File: src/rtl/dma_pkg.sv
// Shared definitions for the data-memory block-copy DMA: state encoding and
// default bus widths.
package dma_pkg;

  localparam int DEF_ADDR_W = 8;
  localparam int DEF_DATA_W = 32;

  typedef enum logic [2:0] {
    IDLE = 3'd0,
    REQ  = 3'd1,
    RD   = 3'd2,
    WR   = 3'd3,
    DONE = 3'd4
  } dma_state_e;

endpackage

File: src/rtl/dmem_copy_dma_if.sv
// Data-memory initiator port of the copy DMA, including the arbiter request/grant pair.
interface dmem_copy_dma_if #(
  parameter int ADDR_W = 8,
  parameter int DATA_W = 32
);

  // bus_req/bus_gnt: the DMA raises bus_req and keeps it high while it wants the
  // bus; a transfer step starts only after an edge that sampled bus_gnt=1, and the
  // grant is only re-examined at word boundaries (end of a write).
  logic              bus_req;
  logic              bus_gnt;
  logic [ADDR_W-1:0] mem_addr;
  logic [DATA_W-1:0] mem_wdata;
  logic [DATA_W-1:0] mem_rdata;
  logic              mem_read;
  logic              mem_write;
  logic              mem_device_access;

  modport master (
    output bus_req, mem_addr, mem_wdata, mem_read, mem_write, mem_device_access,
    input  bus_gnt, mem_rdata
  );

  modport slave (
    input  bus_req, mem_addr, mem_wdata, mem_read, mem_write, mem_device_access,
    output bus_gnt, mem_rdata
  );

endinterface

File: src/rtl/dmem_copy_dma.sv
// Forward block-copy engine on the data-memory port: one read cycle then one
// write cycle per word, with bus ownership requested from an external arbiter.
module dmem_copy_dma
  import dma_pkg::*;
#(
  parameter int ADDR_W = DEF_ADDR_W,
  parameter int DATA_W = DEF_DATA_W
) (
  input  logic                clk,
  input  logic                reset,
  input  logic                start,
  input  logic [ADDR_W-1:0]   src_addr,
  input  logic [ADDR_W-1:0]   dst_addr,
  input  logic [ADDR_W:0]     len,
  input  logic                abort,
  output logic                busy,
  output logic                done,
  output logic                aborted,
  output logic [ADDR_W:0]     remaining,
  output logic [2:0]          dbg_state,
  dmem_copy_dma_if.master     bus
);

  localparam logic [ADDR_W-1:0] ADDR_ONE = 1;
  localparam logic [ADDR_W:0]   REM_ONE  = 1;

  dma_state_e        state, state_n;
  logic [ADDR_W-1:0] src_q, dst_q;
  logic [ADDR_W:0]   rem_q;
  logic [DATA_W-1:0] buf_q;
  logic              aborted_q;

  always_ff @(posedge clk or posedge reset) begin
    if (reset) state <= IDLE;
    else       state <= state_n;
  end

  always_comb begin
    state_n = state;
    unique case (state)
      IDLE: begin
        if (start) state_n = (len != '0) ? REQ : DONE;
      end
      REQ: begin
        if (abort)        state_n = DONE;
        else if (bus.bus_gnt) state_n = RD;
      end
      RD: begin
        state_n = abort ? DONE : WR;
      end
      WR: begin
        // Word boundary: the only point where a revoked grant is honoured.
        if (abort || rem_q == REM_ONE) state_n = DONE;
        else if (bus.bus_gnt)          state_n = RD;
        else                           state_n = REQ;
      end
      DONE: state_n = IDLE;
      default: state_n = IDLE;
    endcase
  end

  always_ff @(posedge clk or posedge reset) begin
    if (reset) begin
      src_q     <= '0;
      dst_q     <= '0;
      rem_q     <= '0;
      buf_q     <= '0;
      aborted_q <= 1'b0;
    end else begin
      unique case (state)
        IDLE: begin
          if (start) begin
            src_q     <= src_addr;
            dst_q     <= dst_addr;
            rem_q     <= len;
            aborted_q <= 1'b0;
          end
        end
        REQ: begin
          if (abort) aborted_q <= 1'b1;
        end
        RD: begin
          // An aborted read never reaches WR, so its data is simply not kept.
          if (abort) aborted_q <= 1'b1;
          else       buf_q     <= bus.mem_rdata;
        end
        WR: begin
          src_q <= src_q + ADDR_ONE;
          dst_q <= dst_q + ADDR_ONE;
          rem_q <= rem_q - REM_ONE;
          if (abort) aborted_q <= 1'b1;
        end
        default: ;
      endcase
    end
  end

  // Moore outputs only: nothing on the bus depends combinationally on inputs.
  always_comb begin
    bus.bus_req           = 1'b0;
    bus.mem_addr          = '0;
    bus.mem_wdata         = '0;
    bus.mem_read          = 1'b0;
    bus.mem_write         = 1'b0;
    bus.mem_device_access = 1'b0;
    busy                  = 1'b0;
    done                  = 1'b0;
    unique case (state)
      REQ: begin
        bus.bus_req = 1'b1;
        busy        = 1'b1;
      end
      RD: begin
        bus.bus_req  = 1'b1;
        bus.mem_read = 1'b1;
        bus.mem_addr = src_q;
        busy         = 1'b1;
      end
      WR: begin
        bus.bus_req   = 1'b1;
        bus.mem_write = 1'b1;
        bus.mem_addr  = dst_q;
        bus.mem_wdata = buf_q;
        busy          = 1'b1;
      end
      DONE: done = 1'b1;
      default: ;
    endcase
  end

  assign aborted   = aborted_q;
  assign remaining = rem_q;
  assign dbg_state = state;

endmodule
File: src/flat_wrapper.sv
// flat-port wrapper written by rule: the top's interface ports become plain ports
module dmem_copy_dma_flat import dma_pkg::*;
#(
  parameter int ADDR_W = DEF_ADDR_W,
  parameter int DATA_W = DEF_DATA_W
)
  (clk, reset, start, src_addr, dst_addr, len, abort, busy, done, aborted, remaining, dbg_state, bus_bus_req, bus_mem_addr, bus_mem_wdata, bus_mem_read, bus_mem_write, bus_mem_device_access, bus_bus_gnt, bus_mem_rdata);
  dmem_copy_dma_if #(.ADDR_W(ADDR_W), .DATA_W(DATA_W)) bus_i ();
  input  logic clk;
  input  logic reset;
  input  logic start;
  input  logic [ADDR_W-1:0] src_addr;
  input  logic [ADDR_W-1:0] dst_addr;
  input  logic [ADDR_W:0] len;
  input  logic abort;
  output logic busy;
  output logic done;
  output logic aborted;
  output logic [ADDR_W:0] remaining;
  output logic [2:0] dbg_state;
  output wire logic [$bits(bus_i.bus_req)-1:0] bus_bus_req;
  output wire logic [$bits(bus_i.mem_addr)-1:0] bus_mem_addr;
  output wire logic [$bits(bus_i.mem_wdata)-1:0] bus_mem_wdata;
  output wire logic [$bits(bus_i.mem_read)-1:0] bus_mem_read;
  output wire logic [$bits(bus_i.mem_write)-1:0] bus_mem_write;
  output wire logic [$bits(bus_i.mem_device_access)-1:0] bus_mem_device_access;
  input wire logic [$bits(bus_i.bus_gnt)-1:0] bus_bus_gnt;
  input wire logic [$bits(bus_i.mem_rdata)-1:0] bus_mem_rdata;
  assign bus_bus_req = bus_i.bus_req;
  assign bus_mem_addr = bus_i.mem_addr;
  assign bus_mem_wdata = bus_i.mem_wdata;
  assign bus_mem_read = bus_i.mem_read;
  assign bus_mem_write = bus_i.mem_write;
  assign bus_mem_device_access = bus_i.mem_device_access;
  assign bus_i.bus_gnt = bus_bus_gnt;
  assign bus_i.mem_rdata = bus_mem_rdata;
  dmem_copy_dma #(.ADDR_W(ADDR_W), .DATA_W(DATA_W)) u_core (.clk(clk), .reset(reset), .start(start), .src_addr(src_addr), .dst_addr(dst_addr), .len(len), .abort(abort), .busy(busy), .done(done), .aborted(aborted), .remaining(remaining), .dbg_state(dbg_state), .bus(bus_i));
endmodule
File: config.mk
export PLATFORM = sky130hd
export DESIGN_NAME = dmem_copy_dma_flat
export DESIGN_NICKNAME = d
export VERILOG_FILES = /design/src/rtl/dma_pkg.sv /design/src/rtl/dmem_copy_dma_if.sv /design/src/rtl/dmem_copy_dma.sv /design/src/flat_wrapper.sv
export SDC_FILE = /design/constraint.sdc
export NUM_CORES = 1
export LEC_CHECK = 0
export ABC_AREA = 1
export CORE_MARGIN = 2
export CORE_UTILIZATION = 47
export CTS_CLUSTER_SIZE = 40
export DETAILED_ROUTE_END_ITERATION = 8
export GPL_ROUTABILITY_DRIVEN = 0
export PLACE_DENSITY = 0.82
export SYNTH_ARGS = -nofsm -noshare
export SYNTH_HDL_FRONTEND = slang
export SYNTH_SLANG_ARGS = --single-unit
File: constraint.sdc
create_clock -name clk -period 5.25 [get_ports clk]
set_input_delay 0.7875 -clock clk [delete_from_list [all_inputs] [get_ports clk]]
set_output_delay 0.7875 -clock clk [all_outputs]
set_load 0.02 [all_outputs]
# --- Word-level counts from Yosys, hierarchy flattened ---
# Cells that the tools add are included.
word_totals:
  out_inout_bits: 59
  reg_bits: 61
  input_bits: 62
op_classes:
  bitwise: 1
  eq_ne: 8
  n_reduce_logical: 10
  n_mux: 23
  addsub: 3
op_table:
  columns: ["cell", "n"]
  rows:
  - ["case mux 8 bit (2 select lines)", 3]
  - ["2-to-1 mux 32 bit", 1]
  - ["2-to-1 mux 3 bit", 6]
  - ["case mux 9 bit (2 select lines)", 1]
  - ["adder 8 x 1 -> 8 bit, second input constant", 2]
  - ["2-to-1 mux 8 bit", 2]
  - ["case mux 3 bit (4 select lines)", 1]
  - ["== test 9 x 1 -> 1 bit, second input constant", 1]
  - ["2-to-1 mux 9 bit", 1]
  - ["nonzero test 9 bit", 1]
  - ["subtractor 9 x 1 -> 9 bit, second input constant", 1]
  - ["== test 3 x 2 -> 1 bit, second input constant", 2]
  - ["2-to-1 mux 1 bit", 6]
  - ["AND reduction 2 bit", 3]
  - ["nonzero test 2 bit", 2]
  - ["== test 3 x 1 -> 1 bit, second input constant", 1]
  - ["== test 3 bit, second input constant", 1]
  - ["zero test 3 bit", 1]
  - ["inequality test 3 bit, second input constant", 1]
  - ["AND reduction 3 bit", 1]
  - ["OR reduction 3 bit", 1]
  - ["2-to-1 mux 2 bit", 1]
  - ["inequality test 2 x 1 -> 1 bit, second input constant", 1]
  - ["inequality test 2 bit, second input constant", 1]
  - ["3 further kinds", 3]

# --- Longest topological paths before layout ---
# Gate-level depths: netlist (run 1).
logic_depth:
  depth_word: 4
  mapped_depth: 9
  depth_no_buf: 9

# --- Worst setup path after synthesis (run 1) ---
# No wires, ideal clock.
synth_timing:
  path_kind: "register to output"
  from: "register u_core.state[1], in the netlist u_core.dbg_state[1]"
  to: "output bus_mem_addr[3]"
  path_stages_with_launch: 7
  required_ns: 4.463
  path_slack_ns: 2.960
  arrival_time_ns: 1.503
  cell_sequence: "dfrtp_1 > inv_2 > nor2_4 > nand2_1 > buf_2 > buf_2 > o22ai_1"
synth_via:
  elab_chain_cells: 2
  elab_cells_between_ends: 3
synth_lines:
  columns: ["item", "line", "text"]
  rows:
  - ["start: declaration", "dmem_copy_dma.sv:27", "dma_state_e state, state_n;"]
  - ["start signal: assignment", "dmem_copy_dma.sv:35", "else state <= state_n;"]
  - ["== test 3 x 2 -> 1 bit", "dmem_copy_dma.sv:108", "unique case (state)"]
  - ["case mux 8 bit (2 select lines) (*)", "dmem_copy_dma.sv:108", null]
  - ["end: declaration", "flat_wrapper.sv:22", "output wire logic [$bits(bus_i.mem_addr)-1:0] bus_mem_addr;"]
# Mark *: on every way between the ends. The rest lies on a longest branch, timed or not.

# --- Final worst setup path (run 1) ---
layout_timing:
  from: "register u_core.state[1], in the netlist u_core.dbg_state[1]"
  to: "output bus_mem_addr[5]"
# Same word-level chain as after synthesis.

==> results of run 1 <==
[layout by cell type (no fill, tap or decap), types with 2 or more instances in the layout]
cell / count
o22ai_1: 11
nand2_4: 2
o211ai_1: 6
clkbuf_8: 11
nand2_2: 2
nand2_1: 78
nor2_1: 96
o21ai_1: 6
nor3_1: 2
a21oi_1: 10
nand4_1: 5
ha_1: 4
a31oi_1: 2
dfrtp_1: 61
clkdlybuf4s50_1: 119
o21ai_0: 8
bufinv_16: 2
nand3_1: 34
clkinv_2: 2
inv_2: 4
inv_1: 69
buf_4: 3
nor2_2: 11
a21oi_2: 32
[registers in the layout, indices dropped and copies added, names as in the netlist]
signal / cells
u_core.src_q: 8
u_core.buf_q: 32
u_core.dst_q: 8
u_core.remaining: 9
u_core.aborted: 1
u_core.dbg_state: 3
[worst max-delay path by stage]
stage                     slack [ns]           startpoint         endpoint  depth (start not counted)
after global placement          2.27  u_core.dbg_state[1]  bus_mem_addr[7]                          6
final                           1.84  u_core.dbg_state[1]  bus_mem_addr[5]                          6
after CTS                       1.84  u_core.dbg_state[1]  bus_mem_addr[7]                          6
after detailed placement        2.21  u_core.dbg_state[1]  bus_mem_addr[7]                          6
after floorplan                 2.95                reset   u_core.aborted                          1
after global routing            1.62  u_core.dbg_state[1]  bus_mem_addr[5]                          6
[layout make-up]
cell class | instances | area [um^2] | area share (%)
repair buffers | 122 | 1210 | 24.5
clock buffers | 12 | 155 | 3.13
clock inverters | 4 | 70.1 | 1.41
inverters | 74 | 280 | 5.65
flip-flops and latches | 61 | 1530 | 30.8
multi-input cells | 315 | 1590 | 32.1
well taps | 99 | 124 | 2.50
[Yosys cell counts, types with 2 or more instances]
library cell and instances:
ha_1 4, buf_4 4, buf_6 8, nand4_1 5
a21oi_2 32, o22ai_1 11, o21ai_0 8, o211ai_1 6
nor2_1 97, o21ai_1 6, nand3_1 34, nor2_2 10
inv_1 70, nand2_2 2, nand2_1 79, buf_2 9
clkbuf_1 2, inv_2 3, a21oi_1 10, a31oi_1 2
nor3_1 2, dfrtp_1 61
[power by group through the flow]
stage / Combinational [uW] / Sequential [uW] / Clock, uW
final: 1380 / 837 / 472
after global routing: 1530 / 860 / 506
after CTS: 1390 / 832 / 482
after detailed placement: 1380 / 838 / 0
after global placement: 1340 / 822 / 0
after floorplan: 886 / 862 / 0
[cells by family after synthesis]
kind of cell	Yosys count	synth area share, %
adder cells (fa/ha/maj)	4	1.41
AND/OR/NAND/NOR	232	27.4
flip-flops	61	42.9
AO/OA/AOI/OAI	78	15.5
buffers and inverters	97	12.7
other	1	0.105
[routing by layer]
layer | global-route usage [%] | part of all wire (%)
met3 | 5.64 | 6.9
met1 | 30.8 | 42
met2 | 39.4 | 49
met5 | 0 | 0
met4 | 7.20 | 2.1
[through the flow]
stage          setup slack [ns]  hold WS, ns  utilization (%)  power, uW  instance area [um^2]
2_1_floorplan              2.95        0.471                -       1750                  3560
3_3_place_gp               2.27        0.491             65.0       2160                  4740
3_5_place_dp               2.21        0.486             65.0       2220                  4740
4_1_cts                    1.84        0.511             68.1       2700                  4960
5_1_grt                    1.62        0.539             68.1       2900                  4960
6_report                   1.84        0.507             68.1       2690                  4960
[worst max-delay path, stage by stage, from the launching register on]
cell             delay (ns)
dfrtp_1                0.43
inv_2                  0.09
nor2_4                 0.12
nand2_2                0.44
buf_4                  0.40
o22ai_1                0.18
clkdlybuf4s50_1        0.63
==> impl_results.md, run 1 <==
- CTS tree: yes
- Initial antenna violation count: 0
- Hold Buf Count CTS: 0
- Combinational Power Share: 51.4%
- Die Wd: 91.1 um
- CTS resizes: 0
- Critical Path RT: 4.46 ns
- Overflow after GRT: 0
- Max VDD drop: 0.343 mV
- # fillers: 656
- Flop pwr share: 31.1%
- Static leakage: 0.00237 uW
- Avg Cell Area, Syn: 7.53 um^2
- First-pass GRT wire length: 16,100 um
- R2R depth: 9
- Syn nets: 539
- Die area: 0.00829 mm^2
- DR DRC count: 0
- Synth unique cells: 30
- Pwr per Cell Area: 542 mW/mm^2
- DPL Wire Length: 6750 um
- F_max: 0.293 GHz
- Overall Global Routing Usage: 23.7%
- P_int: 1540 uW
- Final Skew: 0.00996 ns
- Slew margin rel.: 38.6%
- WHS Endpoint: u_core.aborted
- Vias/cell: 5.06
- RR Startpoint: u_core.dbg_state[1]
- Number of nets in the layout: 649
- Commonest register cell after synthesis: dfrtp_1
- DRT iter0 DRCs: 157
- Fin. Hold Viols: 0
- Layout cell share with drive strength beyond 1: 12.1%
- Min-delay src: u_core.aborted
- Ys Warns: 0
- Dpl cells: 671
- Crit path max fanout: 38
- Final wirelength: 9530 um
- Avg WL per Cell: 13.9 um
- P_sw: 1160 uW
- Worst hold path cell count: 1
- Min-delay worst type: flop to flop
- Unrepaired setup endpoints after global routing: no
- Fin Setup TNS: 0 ns
- Die outline height: 91.1 um
- Largest net degree at the start of global routing: 66
- Type of the worst setup path: flop to primary output
- Cell Area, Synth: 0.00356 mm^2
- CP endpoint kind: primary output
- Yosys top cell by area: dfrtp_1
- Actual slew at the worst max-slew pin: 0.921 ns
- Synth Instances: 473
- Top-level I/O count: 121
- H-tree depth: 3
- Final setup fails: 0
- Later-pin clock latency in the skew report: 0.33 ns
- Top-area cell type share of the netlist area: 42.9%
- Initial Util: 48.9%
- Setup crit start kind: flop
- Crit share post-route: 64.9%
- Root Driver: clkbuf_8
- N_diodes: 0
- Total CTS buffers: 9
- R2R setup slack: 2.66 ns
- Max Cap Violations: 0
- Top post-synthesis cells by area: dfrtp_1 43%, nor2_1 10%, nand2_1 8.3%
- Flops & latches, synth: 61
- Status: completed
- Port bufs: 119
- Post-CTS Repair Setup Buffers: 0
- ANT nets after route: 0
- Detailed-routing iteration count for the pre-antenna-repair pass: 4
- Post-Layout Cell Count: 687
- Clock Sinks: 61
- Row cnt: 31
- Worst R2R End: u_core.src_q[6]
- CTS max path bufs: 2
- FFs w/ async S/R, synth: 100%
- Worst-path clk slew: 0.06 ns
- EDFF count, synth: 0
- Vias: 3,473
- Power share of the clock group: 17.5%
- Seq/Total Area, Yosys: 42.9%
- Number of global-route vias before repair: 3,427
- Final slew viol count: 0
- Min cycle time layout: 3.41 ns
- Synthesis-to-finish area growth: 39.3%
- Switch share: 42.9%
- Core Footprint: 0.00729 mm^2
- Worst Path Arrival: 2.62 ns
Note: power is estimated with default switching activity, not from simulation.
==> run 2: changes to the inputs <==
--- a/config.mk
+++ b/config.mk
@@ -7,11 +7,11 @@
 export LEC_CHECK = 0
 export ABC_AREA = 1
 export CORE_MARGIN = 2
-export CORE_UTILIZATION = 47
+export CORE_UTILIZATION = 42
 export CTS_CLUSTER_SIZE = 40
 export DETAILED_ROUTE_END_ITERATION = 8
 export GPL_ROUTABILITY_DRIVEN = 0
-export PLACE_DENSITY = 0.82
+export PLACE_DENSITY = 0.78
 export SYNTH_ARGS = -nofsm -noshare
 export SYNTH_HDL_FRONTEND = slang
 export SYNTH_SLANG_ARGS = --single-unit
==> constraint.sdc (replaced) <==
create_clock -name clk -period 2.8 [get_ports clk]
set_input_delay 0.42 -clock clk [delete_from_list [all_inputs] [get_ports clk]]
set_output_delay 0.42 -clock clk [all_outputs]
set_load 0.02 [all_outputs]
==> run 2 against run 1 <==
Hold slack lost 0.039 ns. Largest cell class unchanged. Global-route usage shrank 2.4 points. Final cell count grew 1.5%. Worst setup slack lost 1.7 ns. Clock power grew 100%. Via count shrank 0.52%.
==> impl_results.md, run 2 (synthesis results as in run 1) <==
- Final Skew: 0.0102 ns
- Port bufs: 119
- Fin Setup TNS: 0 ns
- Later-pin clock latency in the skew report: 0.35 ns
- Slew margin rel.: 59.5%
- Top-level I/O count: 121
- Min cycle time layout: 2.63 ns
- Root Driver: clkbuf_8
- CP endpoint kind: primary output
- Pwr per Cell Area: 1020 mW/mm^2
- Worst Path Arrival: 2.21 ns
- Biggest register: u_core.buf_q
- Row cnt: 33
- First-pass GRT wire length: 15,300 um
- N_diodes: 0
- Commonest non-fill, non-tap cells in the layout: 119 x clkdlybuf4s50_1, 96 x nor2_1, 78 x nand2_1
- ANT nets after route: 0
- Detailed-routing iteration count for the pre-antenna-repair pass: 5
- DPL Wire Length: 6760 um
- Fin. Hold Viols: 0
- Final setup fails: 0
- F_max: 0.381 GHz
- CTS tree: yes
- Die area: 0.00923 mm^2
- Max Cap Violations: 0
- Die outline height: 96.1 um
- Number of global-route vias before repair: 3,343
- Overall Global Routing Usage: 21.4%
- Most common cell after layout, fill and taps aside: clkdlybuf4s50_1
- Synthesis-to-finish area growth: 41.9%
- DR DRC count: 0
- Reg area: 0.00153 mm^2
- Multi-input gate area: 0.00161 mm^2
- Initial Util: 43.4%
- Clock Sinks: 61
- CTS max path bufs: 2
- Layout cell share with drive strength beyond 1: 12.5%
- Number of nets in the layout: 653
- Static leakage: 0.00241 uW
- Die Wd: 96.1 um
- H-tree depth: 3
- Worst-path clk slew: 0.07 ns
- Core Footprint: 0.00822 mm^2
- DRT iter0 DRCs: 137
- Avg WL per Cell: 13.3 um
- Crit share post-route: 93.8%
- Overflow after GRT: 0
- Setup crit start kind: flop
- Type of the worst setup path: flop to primary output
- Vias/cell: 4.96
- Initial antenna violation count: 0
- Actual slew at the worst max-slew pin: 0.607 ns
- Hold Buf Count CTS: 0
- Max VDD drop: 0.499 mV
- Total CTS buffers: 9
- R2R depth: 9
- Min-delay worst type: primary input to asynchronous set/reset pin
- Unrepaired setup endpoints after global routing: no
- Critical Path RT: 2.38 ns
- Final slew viol count: 0
- Final wirelength: 9300 um
- Crit path max fanout: 28
- Vias: 3,455
- Status: completed
- Hold slack final: 0.467 ns
- # fillers: 755
- Max reg flops: 32
- Largest net degree at the start of global routing: 35
-- run 2: cell count changes in the layout (fill, tap and decap cells not counted), sizes merged --
cell and delta:
clkinv -1, bufinv +1, buf +4
-- run 2: power breakdown --
part / switching [uW] / internal [uW] / total (uW)
sequential: 281 / 1290 / 1570
clock: 349 / 615 / 964
combinational: 1560 / 1070 / 2630
total: 2190 / 2980 / 5170
-- run 2: path summary, 6_finish.rpt --
check,start,end,slack (ns)
min in group clk,u_core.aborted,u_core.aborted,0.50
worst max register to register,u_core.dbg_state[0],u_core.dst_q[6],0.69
max in group asynchronous,reset,u_core.remaining[4],1.73
worst max-delay path,u_core.dbg_state[1],bus_mem_wdata[13],0.17
worst min register to register,u_core.aborted,u_core.aborted,0.50
worst min-delay path,reset,u_core.buf_q[31],0.47
-- run 2: repair_timing --
item / CTS / global route
endpoints found under the hold margin: 0 / 0
buffers inserted: 0 / 0
resized for setup: 1 / 1
endpoints found under the setup margin: 24 / 3
-- run 2: cell type report --
class / instances / area share, %
Inverter: 74 / 5.55
Timing Repair Buffer: 126 / 25.1
Sequential cell: 61 / 30.2
Tap cell: 105 / 2.60
Clock inverter: 4 / 1.88
Multi-Input combinational cell: 315 / 31.8
Clock buffer: 12 / 2.87
-- run 2: routing by layer --
metal  vias up  wire, um  GRT usage, %
li1       1708         -             -
met1      1586      4170          28.7
met2       151      4260          34.2
met3        10       771          5.01
met4         0        94          6.67
met5         -         0             0
-- run 2: worst max-delay path: stages, from the launching register on --
cell	delay, ns
dfrtp_1	0.43
inv_2	0.08
nor2_4	0.18
nand2_8	0.17
buf_4	0.26
nor2_1	0.13
clkdlybuf4s50_1	0.62
-- run 2: through the flow --
stage	worst slack (ns)	area, um^2	power, uW	utilization (%)	std cells
2_1_floorplan	0.867	3560	3280	-	473
4_1_cts	0.103	5040	5170	61.4	697
5_1_grt	0.0169	5050	5570	61.5	697
3_3_place_gp	0.421	4800	4100	58.4	681
6_report	0.173	5050	5170	61.5	697
3_5_place_dp	0.299	4800	4180	58.4	681
==> run 3: changes to the inputs <==
--- a/config.mk
+++ b/config.mk
@@ -6,12 +6,13 @@
 export NUM_CORES = 1
 export LEC_CHECK = 0
 export ABC_AREA = 1
-export CORE_MARGIN = 2
-export CORE_UTILIZATION = 42
+export CORE_ASPECT_RATIO = 0.5
+export CORE_MARGIN = 4
+export CORE_UTILIZATION = 47
 export CTS_CLUSTER_SIZE = 40
 export DETAILED_ROUTE_END_ITERATION = 8
 export GPL_ROUTABILITY_DRIVEN = 0
-export PLACE_DENSITY = 0.78
+export PLACE_DENSITY = 0.82
 export SYNTH_ARGS = -nofsm -noshare
 export SYNTH_HDL_FRONTEND = slang
 export SYNTH_SLANG_ARGS = --single-unit
==> constraint.sdc (replaced) <==
create_clock -name clk -period 3.1 [get_ports clk]
set_input_delay 0.465 -clock clk [delete_from_list [all_inputs] [get_ports clk]]
set_output_delay 0.465 -clock clk [all_outputs]
set_load 0.02 [all_outputs]
==> run 3 against run 2 <==
Cell area is essentially flat. Via count shrank 1.1%. Sequential power shrank 10%. Utilization grew 7.3 points. Non-clock buffer count grew 2. Global-route usage shrank 0.19 points. Routed wire length grew 1.4%. First-iteration DRC count grew 55%. Sequential share of layout area is essentially flat. Count of clock-buffer cells in the layout is the same. Final cell count shrank 1.3%. Clock skew shrank 0.0065 ns.
==> impl_results.md, run 3 (synthesis results as in run 1) <==
- Min cycle time layout: 2.93 ns
- Final setup fails: 0
- DR DRC count: 0
- Die Wd: 131 um
- Type of the worst setup path: flop to primary output
- Layout cell share with drive strength beyond 1: 12.7%
- Most Crowded Layer GR: met2
- Sum of buffers and inverters on the critical path: 3
- Hold Buf Count CTS: 0
- F_max: 0.341 GHz
- Finished Core Util: 68.8%
- Worst-path clk slew: 0.05 ns
- Top-level I/O count: 121
- Later-pin clock latency in the skew report: 0.33 ns
- Row cnt: 22
- ANT nets after route: 0
- Slew margin rel.: 51.7%
- Actual slew at the worst max-slew pin: 0.722 ns
- Post-Layout Cell Count: 688
- Initial antenna violation count: 0
- Detailed-routing iteration count for the pre-antenna-repair pass: 5
- Crit share post-route: 94.6%
- Min-delay worst type: primary input to asynchronous set/reset pin
- Post-CTS Repair Setup Buffers: 0
- Max Cap Violations: 0
- GRT met3 Usage: 6.38%
- Max reg flops: 32
- Port bufs: 119
- Design Area, Final: 0.00506 mm^2
- Fin. Hold Viols: 0
- Die outline height: 69.6 um
- CTS max path bufs: 2
- Critical Path Max Stage Delay: 0.61 ns
- CTS resizes: 0
- Overall Global Routing Usage: 21.2%
- Crit path max fanout: 36
- Commonest non-fill, non-tap cells in the layout: 119 x clkdlybuf4s50_1, 96 x nor2_1, 78 x nand2_1
- Final wirelength: 9430 um
- Final slew viol count: 0
- Avg WL per Cell: 13.7 um
- Placed inst area: 0.00479 mm^2
- Dpl cells: 674
- Total CTS buffers: 9
- Met2 GRT Util: 36.1%
- Cells along the critical path: inv_2 -> nor2_4 -> nand2_2 -> buf_4 -> nor2_1 -> clkdlybuf4s50_1
- Largest net degree at the start of global routing: 45
- Status: completed
- Synthesis-to-finish area growth: 42.0%
- Initial Util: 48.5%
- Pwr per Cell Area: 927 mW/mm^2
- First-pass GRT wire length: 15,700 um
- Met1 global-route usage: 26.1%
- Critical Path RT: 2.63 ns
- Slowest stage cell, crit path: clkdlybuf4s50_1
- CTS tree: yes
- Max VDD drop: 0.426 mV
- Root Driver: clkbuf_16
- Vias: 3,416
- Number of global-route vias before repair: 3,325
- H-tree depth: 3
- Static leakage: 0.00242 uW
- DPL Wire Length: 6850 um
- Worst Path Arrival: 2.47 ns
- Most common cell after layout, fill and taps aside: clkdlybuf4s50_1
- Number of nets in the layout: 655
- Setup crit start kind: flop
- Vias/cell: 4.97
- Clock Sinks: 61
- Overflow after GRT: 0
- CP endpoint kind: primary output
- Final Skew: 0.00369 ns
- Unrepaired setup endpoints after global routing: no
- Core Footprint: 0.00735 mm^2
- DRT iter0 DRCs: 212
- N_diodes: 0
- Delay-heaviest family, CP: buffers and inverters
- Biggest register: u_core.buf_q
- Die area: 0.00912 mm^2
- Fin Setup TNS: 0 ns
- Hold slack final: 0.477 ns
## run 3: path summary, 6_finish.rpt
| check | startpoint | to | slack, ns | depth (start not counted) |
|---|---|---|---|---|
| hold / removal | reset | u_core.dbg_state[1] | 0.48 | 2 |
| setup reg to reg | u_core.dbg_state[1] | u_core.remaining[5] | 0.68 | 9 |
| setup / recovery | u_core.dbg_state[1] | bus_mem_wdata[24] | 0.17 | 6 |
| max in group asynchronous | reset | u_core.buf_q[7] | 1.96 | 3 |
| hold reg to reg | u_core.aborted | u_core.aborted | 0.50 | 1 |
| min in group clk | u_core.aborted | u_core.aborted | 0.50 | 1 |
## run 3: routing by layer
layer | routed length [um] | up-vias
li1 | - | 1714
met1 | 4160 | 1582
met2 | 4560 | 104
met3 | 558 | 16
met4 | 150 | 0
met5 | 0 | -
## run 3: power by group
group | total, uW | switching [uW] | internal (uW)
registers | 1410 | 241 | 1170
clock network | 899 | 328 | 571
logic | 2380 | 1410 | 968
total | 4690 | 1980 | 2710
## run 3: layout make-up
class | instances | area (um^2)
clock inverters | 2 | 10.0
multi-input cells | 315 | 1590
repair buffers | 128 | 1270
well taps | 96 | 120
fillers | 627 | 2290
flip-flops and latches | 61 | 1530
clock buffers | 12 | 256
inverters | 74 | 280
## run 3: per-stage QoR
| stage | power, uW | worst slack, ns |
|---|---|---|
| finish | 4690 | 0.167 |
| CTS | 4710 | 0.175 |
| detailed placement | 3780 | 0.530 |
| global route | 5040 | 0.0197 |
| global placement | 3720 | 0.597 |
| floorplan | 2960 | 1.12 |
## run 3: worst reg2reg max path, delay by kind of cell, from the launching register on
kind / cells / cell delay (ns)
simple gates: 5 / 1.01
buf+inv: 3 / 0.78
flops: 1 / 0.43
compound gates: 1 / 0.08
